==> src/rtl/wrr_last_rank_tracker.sv <==
// Dequeue-side last-rank tracker: keeps the newest dequeued PIFO word per port plus dequeue/stale counters.
// Optional macro WRR_LAST_RANK_STALE_FILTER_EN enables the epoch-based stale-event filter.
module wrr_last_rank_tracker #(
  parameter int NUM_PORTS = 5,
  parameter int CNT_W     = 16
) (
  input  logic        clk_dp,
  input  logic        rst_n,
  input  logic        deq_valid,
  input  logic [7:0]  deq_port,
  input  logic [31:0] deq_rank,
  output logic [31:0] wire_out_last_pkt_info0,
  output logic [31:0] wire_out_last_pkt_info1,
  output logic [31:0] wire_out_last_pkt_info2,
  output logic [31:0] wire_out_last_pkt_info3,
  output logic [31:0] wire_out_last_pkt_info4,
  input  logic        cp_rd_valid,
  input  logic [2:0]  cp_rd_port,
  output logic        cp_rd_valid_out,
  output logic [31:0] cp_rd_data,
  output logic        err_port
);

  localparam logic [CNT_W-1:0] CNT_MAX = {CNT_W{1'b1}};

  logic        port_onehot;
  logic [2:0]  port_idx;
  logic        s1_valid_reg;
  logic [2:0]  s1_port_reg;
  logic [31:0] s1_word_reg;

  logic [NUM_PORTS-1:0][31:0]    info_vec;
  logic [NUM_PORTS-1:0][CNT_W-1:0] deq_cnt_vec;
  logic [NUM_PORTS-1:0][CNT_W-1:0] stale_cnt_vec;
  logic [31:0] rd_word;

  // Exactly one bit set, and it must fall inside the tracked port range.
  assign port_onehot = (deq_port != 8'd0) &&
                       ((deq_port & (deq_port - 8'd1)) == 8'd0) &&
                       (deq_port[7:5] == 3'd0);

  always_comb begin
    port_idx = 3'd0;
    for (int i = 0; i < NUM_PORTS; i++) begin
      if (deq_port[i]) port_idx = 3'(i);
    end
  end

  // Stage 1: validate and decode the dequeue event.
  always_ff @(posedge clk_dp) begin
    if (!rst_n) begin
      s1_valid_reg <= 1'b0;
      s1_port_reg  <= 3'd0;
      s1_word_reg  <= 32'd0;
      err_port     <= 1'b0;
    end else begin
      s1_valid_reg <= deq_valid && deq_rank[31] && port_onehot;
      if (deq_valid && deq_rank[31]) begin
        s1_port_reg <= port_idx;
        s1_word_reg <= deq_rank;
        if (!port_onehot) err_port <= 1'b1;
      end
    end
  end

  // Stage 2: per-port epoch compare and commit; read and write share this stage.
  genvar gi;
  generate
    for (gi = 0; gi < NUM_PORTS; gi++) begin : gen_port
      logic [31:0]      info_reg;
      logic [CNT_W-1:0] deq_cnt_reg;
      logic [CNT_W-1:0] stale_cnt_reg;
      logic             hit;
      logic             accept;

      assign hit = s1_valid_reg && (s1_port_reg == 3'(gi));

`ifdef WRR_LAST_RANK_STALE_FILTER_EN
      logic [12:0] epoch_diff;
      // Modular distance over {overflow, round}; upper half of the circle is treated as older.
      assign epoch_diff = s1_word_reg[24:12] - info_reg[24:12];
      assign accept     = (info_reg == 32'd0) || !epoch_diff[12];
`else
      assign accept = 1'b1;
`endif

      always_ff @(posedge clk_dp) begin
        if (!rst_n) begin
          info_reg      <= 32'd0;
          deq_cnt_reg   <= '0;
          stale_cnt_reg <= '0;
        end else if (hit) begin
          if (accept) begin
            info_reg <= s1_word_reg;
            if (deq_cnt_reg != CNT_MAX) deq_cnt_reg <= deq_cnt_reg + 1'b1;
          end else if (stale_cnt_reg != CNT_MAX) begin
            stale_cnt_reg <= stale_cnt_reg + 1'b1;
          end
        end
      end

      assign info_vec[gi]      = info_reg;
      assign deq_cnt_vec[gi]   = deq_cnt_reg;
      assign stale_cnt_vec[gi] = stale_cnt_reg;
    end
  endgenerate

  assign wire_out_last_pkt_info0 = info_vec[0];
  assign wire_out_last_pkt_info1 = info_vec[1];
  assign wire_out_last_pkt_info2 = info_vec[2];
  assign wire_out_last_pkt_info3 = info_vec[3];
  assign wire_out_last_pkt_info4 = info_vec[4];

  // Out-of-range port indices fall through to zero.
  always_comb begin
    rd_word = 32'd0;
    for (int i = 0; i < NUM_PORTS; i++) begin
      if (cp_rd_port == 3'(i)) rd_word = {deq_cnt_vec[i], stale_cnt_vec[i]};
    end
  end

  // Samples counters at the request edge, so a same-edge commit is not visible yet.
  always_ff @(posedge clk_dp) begin
    if (!rst_n) begin
      cp_rd_valid_out <= 1'b0;
      cp_rd_data      <= 32'd0;
    end else begin
      cp_rd_valid_out <= cp_rd_valid;
      if (cp_rd_valid) cp_rd_data <= rd_word;
    end
  end

endmodule

==> config.mk <==
export PLATFORM = sky130hd
export DESIGN_NAME = wrr_last_rank_tracker
export DESIGN_NICKNAME = d
export VERILOG_FILES = /design/src/rtl/wrr_last_rank_tracker.sv
export SDC_FILE = /design/constraint.sdc
export NUM_CORES = 1
export LEC_CHECK = 0
export CAP_MARGIN = 20
export CORE_MARGIN = 2
export CORE_UTILIZATION = 57
export DETAILED_ROUTE_END_ITERATION = 8
export DONT_BUFFER_PORTS = 1
export PLACE_DENSITY = 0.79
export SLEW_MARGIN = 20
export SYNTH_ARGS = -nofsm -noshare
export SYNTH_HDL_FRONTEND = slang
export SYNTH_SLANG_ARGS = --single-unit
==> constraint.sdc <==
create_clock -name clk_dp -period 1.75 [get_ports clk_dp]
set_input_delay 0.175 -clock clk_dp [delete_from_list [all_inputs] [get_ports clk_dp]]
set_output_delay 0.175 -clock clk_dp [all_outputs]
set_load 0.005 [all_outputs]
; ---- Word-level counts from Yosys, hierarchy flattened
; Cells that the tools add are included.
[word_totals]
regBits = 310
out_inout_bits = 194
[op_classes]
add_sub_neg = 6
eq_ne = 13
muxes = 9
bitwise_logic = 2
n_reduce_logical = 20
[ops]
columns = op, n
row1 = 32-bit 2-to-1 mux, 5
row2 = "16-bit by 1-bit adder with 16-bit output, second input constant", 5
row3 = "16-bit inequality test, second input constant", 5
row4 = "3-bit by 2-bit equality test with 1-bit output, second input constant", 4
row5 = 2-bit AND reduction, 6
row6 = 1-bit logical AND, 9
row7 = 3-bit zero test, 3
row8 = 8-bit bitwise AND, 1
row9 = 8-bit zero test, 1
row10 = 8-bit nonzero test, 1
row11 = "8-bit by 1-bit subtractor with 8-bit output, second input constant", 1
row12 = "3-bit by 1-bit equality test with 1-bit output, second input constant", 2
row13 = "3-bit equality test, second input constant", 2
row14 = 2-bit 2-to-1 mux, 2
row15 = 3-bit 2-to-1 mux, 1
row16 = 1-bit 2-to-1 mux, 1
row17 = 1-bit NOT, 1

; ---- Logic depth before layout (Yosys ltp)
; Gate-level depths: netlist of run 1.
[logic_depth]
word_depth = 7
ltp_mapped = 7
mapped_depth_nobuf = 5

; ---- Least setup slack after synthesis of run 1
; No wires, ideal clock.
[synth_path]
kind = reg-to-reg
startpoint = register s1_port_reg[0]
endpoint = register gen_port[2].deq_cnt_reg[7]
arrival_time_ps = 1704
t_required_ps = 1680
slack_ps = -24
path_stages_with_launch = 7
n_path_buf = 2
synth_period_minus_slack_ps = 1774
cell_sequence = dfxtp_1 -> buf_6 -> nand4bb_1 -> buf_2 -> or3_4 -> or4_1 -> a21oi_1
[synth_via]
elab_chain_len = 3
[synth_lines]
columns = item, line
row1 = start: declaration, 29  ; logic [2:0] s1_port_reg;
row2 = start signal: assignment, 59  ; s1_port_reg <= port_idx;
row3 = 3-bit by 2-bit equality test with 1-bit output, 76  ; assign hit = s1_valid_reg && (s1_port_reg == 3'(gi));
row4 = 1-bit logical AND, 76
row5 = 2-bit AND reduction (no line), n/a
row6 = end signal: assignment, 95  ; if (deq_cnt_reg != CNT_MAX) deq_cnt_reg <= deq_cnt_reg + 1'b1;
row7 = end: declaration, 71  ; logic [CNT_W-1:0] deq_cnt_reg;
; Every way passes these cells.
; A chain may end at the register's enable or synchronous reset.

; ---- Worst setup path after layout of run 1
[layout_path]
startpoint = register s1_port_reg[1]
endpoint = register gen_port[2].deq_cnt_reg[9]
; The elaborated chain is that of the path after synthesis.

==> metrics.md, run 1 <==
| Metric | Value |
|---|---|
| Vias in the first global route | 11300 |
| Yosys warns | 0 |
| Largest net degree at the start of global routing | 94 |
| Die Width | 151 um |
| Initial antenna violation count | 0 |
| Root buffer cell | clkbuf_16 |
| Remaining Overflow, GRT | 0 |
| Total GRT Usage | 31.8% |
| Leakage | 5.03 nW |
| Clock Path Buffers | 3 |
| WHS | -0.00371 ns |
| Largest family of logic cells by synthesized area | simple AND/OR/NAND/NOR gates |
| CP max stage delay | 0.44 ns |
| CTS buffer count | 30 |
| First-pass iteration count of the detailed router | 6 |
| Slowest-stage cell, CP | or4_4 |
| Core area | 21200 um2 |
| Worst-margin pin slew | 0.670 ns |
| Slew headroom | 55.4% |
| Met1 Use GR | 38.9% |
| Period Utilization, post-route | 104% |
| CP Class | reg -> reg |
| Finish-stage setup viols | 4 |
| FMAX | 0.549 GHz |
| FF-to-FF path depth | 6 |
| Worst IR Drop VDD | 0.966 mV |
| Non-filler instance count after layout | 1906 |
| Area share of and/or/nand/nor cells after synthesis | 24.6% |
| Clock latency on the worst-skew pair | 0.57 ns |
| Synthesized area per cell | 8.22 um2 |
| Layout cells sized above 1 | 13.4% |
| DPL Wire Length | 23600 um |
| DP Cell Count | 1772 |
| CTS tree | built |
| Initial cell density of the core | 58.3% |
| Critical path launch point type | register |
| FFs w/ async S/R, synth | 0% |
| Max reg flops | 80 |
| DR DRC count | 0 |
| CTS clk-pin slew, worst paths | 0.06 ns |
| Critical path data arrival time | 2.30 ns |
| CTS Sinks | 294 |
| Final critical delay including setup and external delays | 1.82 ns |
| Fin Clk Skew | 0.0133 ns |
| ANT cells | 0 |
| Io pins | 241 |
| Vias per inst | 6.26 |
| Worst setup startpoint | s1_port_reg[1] |
| Rows | 53 |
| Worst Min Path Start | cp_rd_port[0] |
| Initial drt markers | 998 |
| Input/output buffers | 0 |
| Failing checks | negative hold slack, negative setup slack |
| Met2 usage in global routing | 53.2% |
| Area grow syn2layout | 22.3% |
| Register area share after synthesis | 47.7% |
| GR peak layer | met2 |
| Via count | 11900 |
| Req. time, crit path | 2.23 ns |
| Reg-to-Reg Start | s1_port_reg[1] |
| Power Total | 14.2 mW |
| FF+latch count, synth | 294 |
| Nets | 1662 |
| Remaining antenna violation count | 0 |
| GPL Wtd Cong | 0.938 |
| Post-Route WL | 38300 um |
| Hold Crit Class | in -> reg |
| Status | finished with violations |
| Synth Area in Adders | 0.507% |
| Crit path cell chain | buf_6 -> buf_6 -> nand4bb_4 -> or3_4 -> or4_4 -> a21oi_2 |
| Post-Synth XOR/XNOR Area | 0.0710% |
| Die H | 151 um |
| # fillers | 1536 |
| Synth Area in Compound Gates | 16.1% |
| Drt wl/cell | 20.1 um |
| Maximum fanout along the worst path | 5 |
| Cell Area, Synth | 12300 um2 |
| RSZ-0062 raised after global routing | true |
| Final WS setup | -0.0728 ns |
| Worst setup EP type | register |
| Die area | 22800 um2 |
| EDFF count, synth | 0 |
| P per Cell Area | 940 nW/um2 |
| H-tree levels | 1 |
| Mapped Cells | 1501 |
| Cells on Worst Hold Path | 3 |
| Mux contribution to synthesized area | 6.25% |
| Synth Flop Type | dfxtp_1 |
| Most common cell on crit path | buf_6 |
| Max Cap Viol | 0 |
| Global-route track usage on met3 | 8.07% |
| Final Hold Vio Count | 1 |
| Slew Viols, Final | 0 |
| Cell variety after synth | 57 |
| First-pass GRT wire length | 57800 um |
-- cell usage in the layout, fill, tap and decap left out, types with 19 or more instances in the layout --
cell and count:
mux2i_1 41, dlygate4sd3_1 73, nor2_1 27, o21ai_0 27, inv_1 19, nand2b_1 37, buf_4 94, dfxtp_1 287
a21oi_1 231, nand2_1 459, clkbuf_16 30, nand4_1 24, nand3_1 26
-- cell usage after synthesis (17+ instances only) --
cell type | count | area (um2)
nand2_1 | 460 | 1730
dfxtp_1 | 294 | 5890
a21oi_1 | 233 | 1170
clkbuf_1 | 81 | 304
mux2i_1 | 41 | 410
nand2b_1 | 38 | 238
nand3_1 | 30 | 150
nor2_1 | 28 | 105
o21ai_0 | 27 | 135
nand4_1 | 24 | 150
inv_1 | 20 | 75.1
buf_4 | 17 | 128
or4_1 | 17 | 128
-- routing by layer --
metal / routed length [um] / up-vias
met3: 3980 / 139
met5: 0 / -
li1: - / 5415
met2: 18400 / 683
met4: 1620 / 0
met1: 14300 / 5703
-- area by class of cell --
cell class              count  area [um2]  share of cell area [%]
multi-input cells        1085        6080                    40.3
flip-flops and latches    294        5900                    39.1
repair buffers            178        1610                    10.7
clock buffers              41         872                    5.78
well taps                 275         344                    2.28
clock inverters            12         204                    1.35
inverters                  21        83.8                   0.555
-- through the flow --
| step | instance area, um2 | TNS (ns) | utilization (%) | setup slack, ns | hold slack (ns) |
|---|---|---|---|---|---|
| floorplan | 12400 | 0 | - | 0.0205 | 0.311 |
| global placement | 13000 | -0.135 | 61.5 | -0.0661 | 0.267 |
| detailed placement | 13000 | -0.916 | 61.5 | -0.127 | 0.270 |
| CTS | 14900 | -0.0243 | 70.5 | -0.0235 | 0.000514 |
| global route | 15100 | -0.392 | 71.4 | -0.0935 | 0.0181 |
| finish | 15100 | -0.127 | 71.4 | -0.0728 | -0.00371 |
-- timing repair --
item                                   in CTS  in global routing
gates resized for setup                    11                 42
setup endpoints to repair                  32                 56
hold buffers                               74                  0
endpoints found under the hold margin     109                  0
pin swaps                                   8                  9
buffers inserted                            5                  2
-- final timing paths --
kind	to	slack, ns
hold reg to reg	wire_out_last_pkt_info0[8]	0.47
hold / removal	cp_rd_data[26]	-0.004
setup reg to reg	gen_port[2].deq_cnt_reg[9]	-0.07
setup / recovery	gen_port[2].deq_cnt_reg[9]	-0.07
-- cells by family (layout without fill, tap and decap cells) --
kind of cell	Yosys count	count (layout)
mux	57	57
buf+inv	137	252
other cells	1	16
simple gates	664	664
fa+ha+maj	5	5
compound gates	342	342
xor+xnor	1	1
flops	294	294
-- power breakdown --
group	internal [mW]	switching, mW
clock network	4.09	2.76
logic	0.217	0.283
registers	6.75	0.0972
-- critical path, delay by kind of cell, from the launching register on --
family	cells	cell delay, ns
AND/OR/NAND/NOR	3	0.96
flip-flops	1	0.38
buffers and inverters	2	0.21
AO/OA/AOI/OAI	1	0.19
Power figures use the tool's default switching activity.
==> run 2, diff against run 1 <==
CORE_UTILIZATION = 59   (was 57)
clock period = 2.1 ns   (was 1.75 ns; I/O delays follow)
==> run 2 against run 1 <==
- the flow now finishes without violations
- first-iteration DRC count is 15% lower
- clock power is 28% lower
- register-to-register slack better by 0.22 ns
- core utilization is 3.3 points lower
- global-route usage is 1.5 points lower
- sequential power is 17% lower
- critical path depth is 1 lower
- die area is 3.3% lower
- clock skew is 0.0013 ns lower
- via count is 6.9% lower
- worst setup slack better by 0.22 ns
- routed wire length is 9.0% lower
- critical path type unchanged
- critical endpoint is now gen_port[2].deq_cnt_reg[7]
==> metrics.md, run 2 (synthesis results as in run 1) <==
| Metric | Value |
|---|---|
| Cell area after layout | 13900 um2 |
| P per Cell Area | 791 nW/um2 |
| CP max stage delay | 0.59 ns |
| Dpl cell area | 12500 um2 |
| Vias per inst | 6.18 |
| CP Class | reg -> reg |
| Critical path launch point type | register |
| Initial antenna violation count | 0 |
| Period Utilization, post-route | 92.8% |
| Psw | 2.43 mW |
| Die area | 22100 um2 |
| Slowest-stage cell, CP | nor4_1 |
| Initial cell density of the core | 60.6% |
| Clock network fraction of design power | 44.6% |
| Clock latency on the worst-skew pair | 0.55 ns |
| Slew headroom | 57.2% |
| Clock Path Buffers | 3 |
| CTS tree | built |
| # fillers | 1567 |
| CP Capture Point | gen_port[2].deq_cnt_reg[7] |
| Vias in the first global route | 10400 |
| Power Total | 11.0 mW |
| First-pass iteration count of the detailed router | 6 |
| Most common library cell in the layout ignoring fill and taps | nand2_1 |
| WHS | 0.0201 ns |
| Core area | 20400 um2 |
| Initial drt markers | 848 |
| DR DRC count | 0 |
| Area of the multi-input gates | 5930 um2 |
| Slew Viols, Final | 0 |
| Maximum fanout along the worst path | 6 |
| CTS buffer count | 30 |
| Reg-to-Reg Start | gen_port[2].deq_cnt_reg[1] |
| Final critical delay including setup and external delays | 1.95 ns |
| First-pass GRT wire length | 54300 um |
| Total GRT Usage | 30.3% |
| Layout cells sized above 1 | 6.74% |
| FF-to-FF path depth | 5 |
| Critical path data arrival time | 2.35 ns |
| GPL Wtd Cong | 0.901 |
| Post-Route WL | 34900 um |
| Reg2reg end | gen_port[2].deq_cnt_reg[7] |
| DPL Wire Length | 22800 um |
| Largest net degree at the start of global routing | 113 |
| Remaining antenna violation count | 0 |
| Setup_tns | 0 ns |
| Drt wl/cell | 19.4 um |
| CTS clk-pin slew, worst paths | 0.06 ns |
| Rows | 52 |
| Area grow syn2layout | 12.4% |
| Nets | 1561 |
| RSZ-0062 raised after global routing | false |
| Fin Clk Skew | 0.0120 ns |
| Status | finished clean |
| Register area | 5890 um2 |
| H-tree levels | 1 |
| Die H | 149 um |
| Most frequent cells in the layout | 460 x nand2_1, 294 x dfxtp_1, 233 x a21oi_1 |
| Remaining Overflow, GRT | 0 |
| Input/output buffers | 0 |
| Setup slack, reg-to-reg | 0.15 ns |
| Req. time, crit path | 2.50 ns |
| Via count | 11100 |
| Die Width | 149 um |
| Max reg flops | 80 |
| Io pins | 241 |
| Worst-margin pin slew | 0.636 ns |
| Sw Ratio | 22.2% |
| Finish-stage setup viols | 0 |
| Post-CTS setup buffers | 0 |
| Comb power frac | 3.3% |
| Layout Utilization | 68.1% |
| Root buffer cell | clkbuf_16 |
| Leakage | 4.47 nW |
| Seq pwr share | 52.0% |
| Worst setup startpoint | gen_port[2].deq_cnt_reg[1] |
| Final Hold Vio Count | 0 |
| CTS Sinks | 294 |
| Hold Crit Class | in -> reg |
| Worst IR Drop VDD | 0.686 mV |
| Max Cap Viol | 0 |
| Crit path cell chain | ha_1 -> inv_1 -> nor4_1 -> or4_1 -> a21oi_1 |
| Internal power | 8.54 mW |
| FMAX | 0.513 GHz |
| Worst setup EP type | register |
## run 2: timing repair
item                      4_1_cts  5_1_grt
resized for setup               0        0
hold endpoints to repair      109        0
hold buffers                   44        0
## run 2: worst min path at each step
stage / start / end / slack [ns] / depth (start not counted)
6_report: rst_n / s1_word_reg[31] / 0.02 / 2
3_5_place_dp: cp_rd_valid / cp_rd_data[31] / 0.31 / 1
4_1_cts: rst_n / s1_word_reg[31] / 0.009 / 2
2_1_floorplan: deq_port[4] / s1_port_reg[2] / 0.35 / 2
3_3_place_gp: cp_rd_valid / cp_rd_data[31] / 0.30 / 1
5_1_grt: deq_port[7] / err_port / 0.04 / 3
## run 2: per-layer routing
metal	vias to the layer above	share of wire [%]	global-route usage, %
met3	119	11	8.71
met4	0	4.1	12.3
met5	-	0	0
li1	5218	-	-
met1	5235	39	38.0
met2	545	47	49.4
## run 2: worst max-delay path: cells and delay by family, from the launching register on
family	cells	cell delay [ns]
simple gates	2	0.80
fa+ha+maj	1	0.35
buf+inv	1	0.11
flops	1	0.47
compound gates	1	0.07
## run 2: cell type report
| type | count | share of cell area [%] |
|---|---|---|
| multi-input combinational | 1085 | 42.8 |
| clock buffer | 44 | 6.09 |
| tap | 270 | 2.44 |
| sequential | 294 | 42.4 |
| clock inverter | 7 | 0.298 |
| timing repair buffer | 77 | 5.36 |
| antenna | 1 | 0.0180 |
| inverter | 21 | 0.605 |
## run 2: power by group through the flow
stage          Clock, mW  Sequential (mW)  Combinational [mW]
2_1_floorplan          0             5.79               0.267
3_3_place_gp           0             5.83               0.245
3_5_place_dp           0             5.83               0.250
4_1_cts             4.94             5.70               0.358
5_1_grt             5.16             5.71               0.401
6_report            4.90             5.71               0.367
## run 2: per-stage QoR
| step | worst slack [ns] | instances |
|---|---|---|
| after floorplan | 0.326 | 1516 |
| after global placement | 0.266 | 1703 |
| after detailed placement | 0.183 | 1703 |
| after CTS | 0.168 | 1798 |
| after global routing | 0.0453 | 1798 |
| final | 0.151 | 1799 |
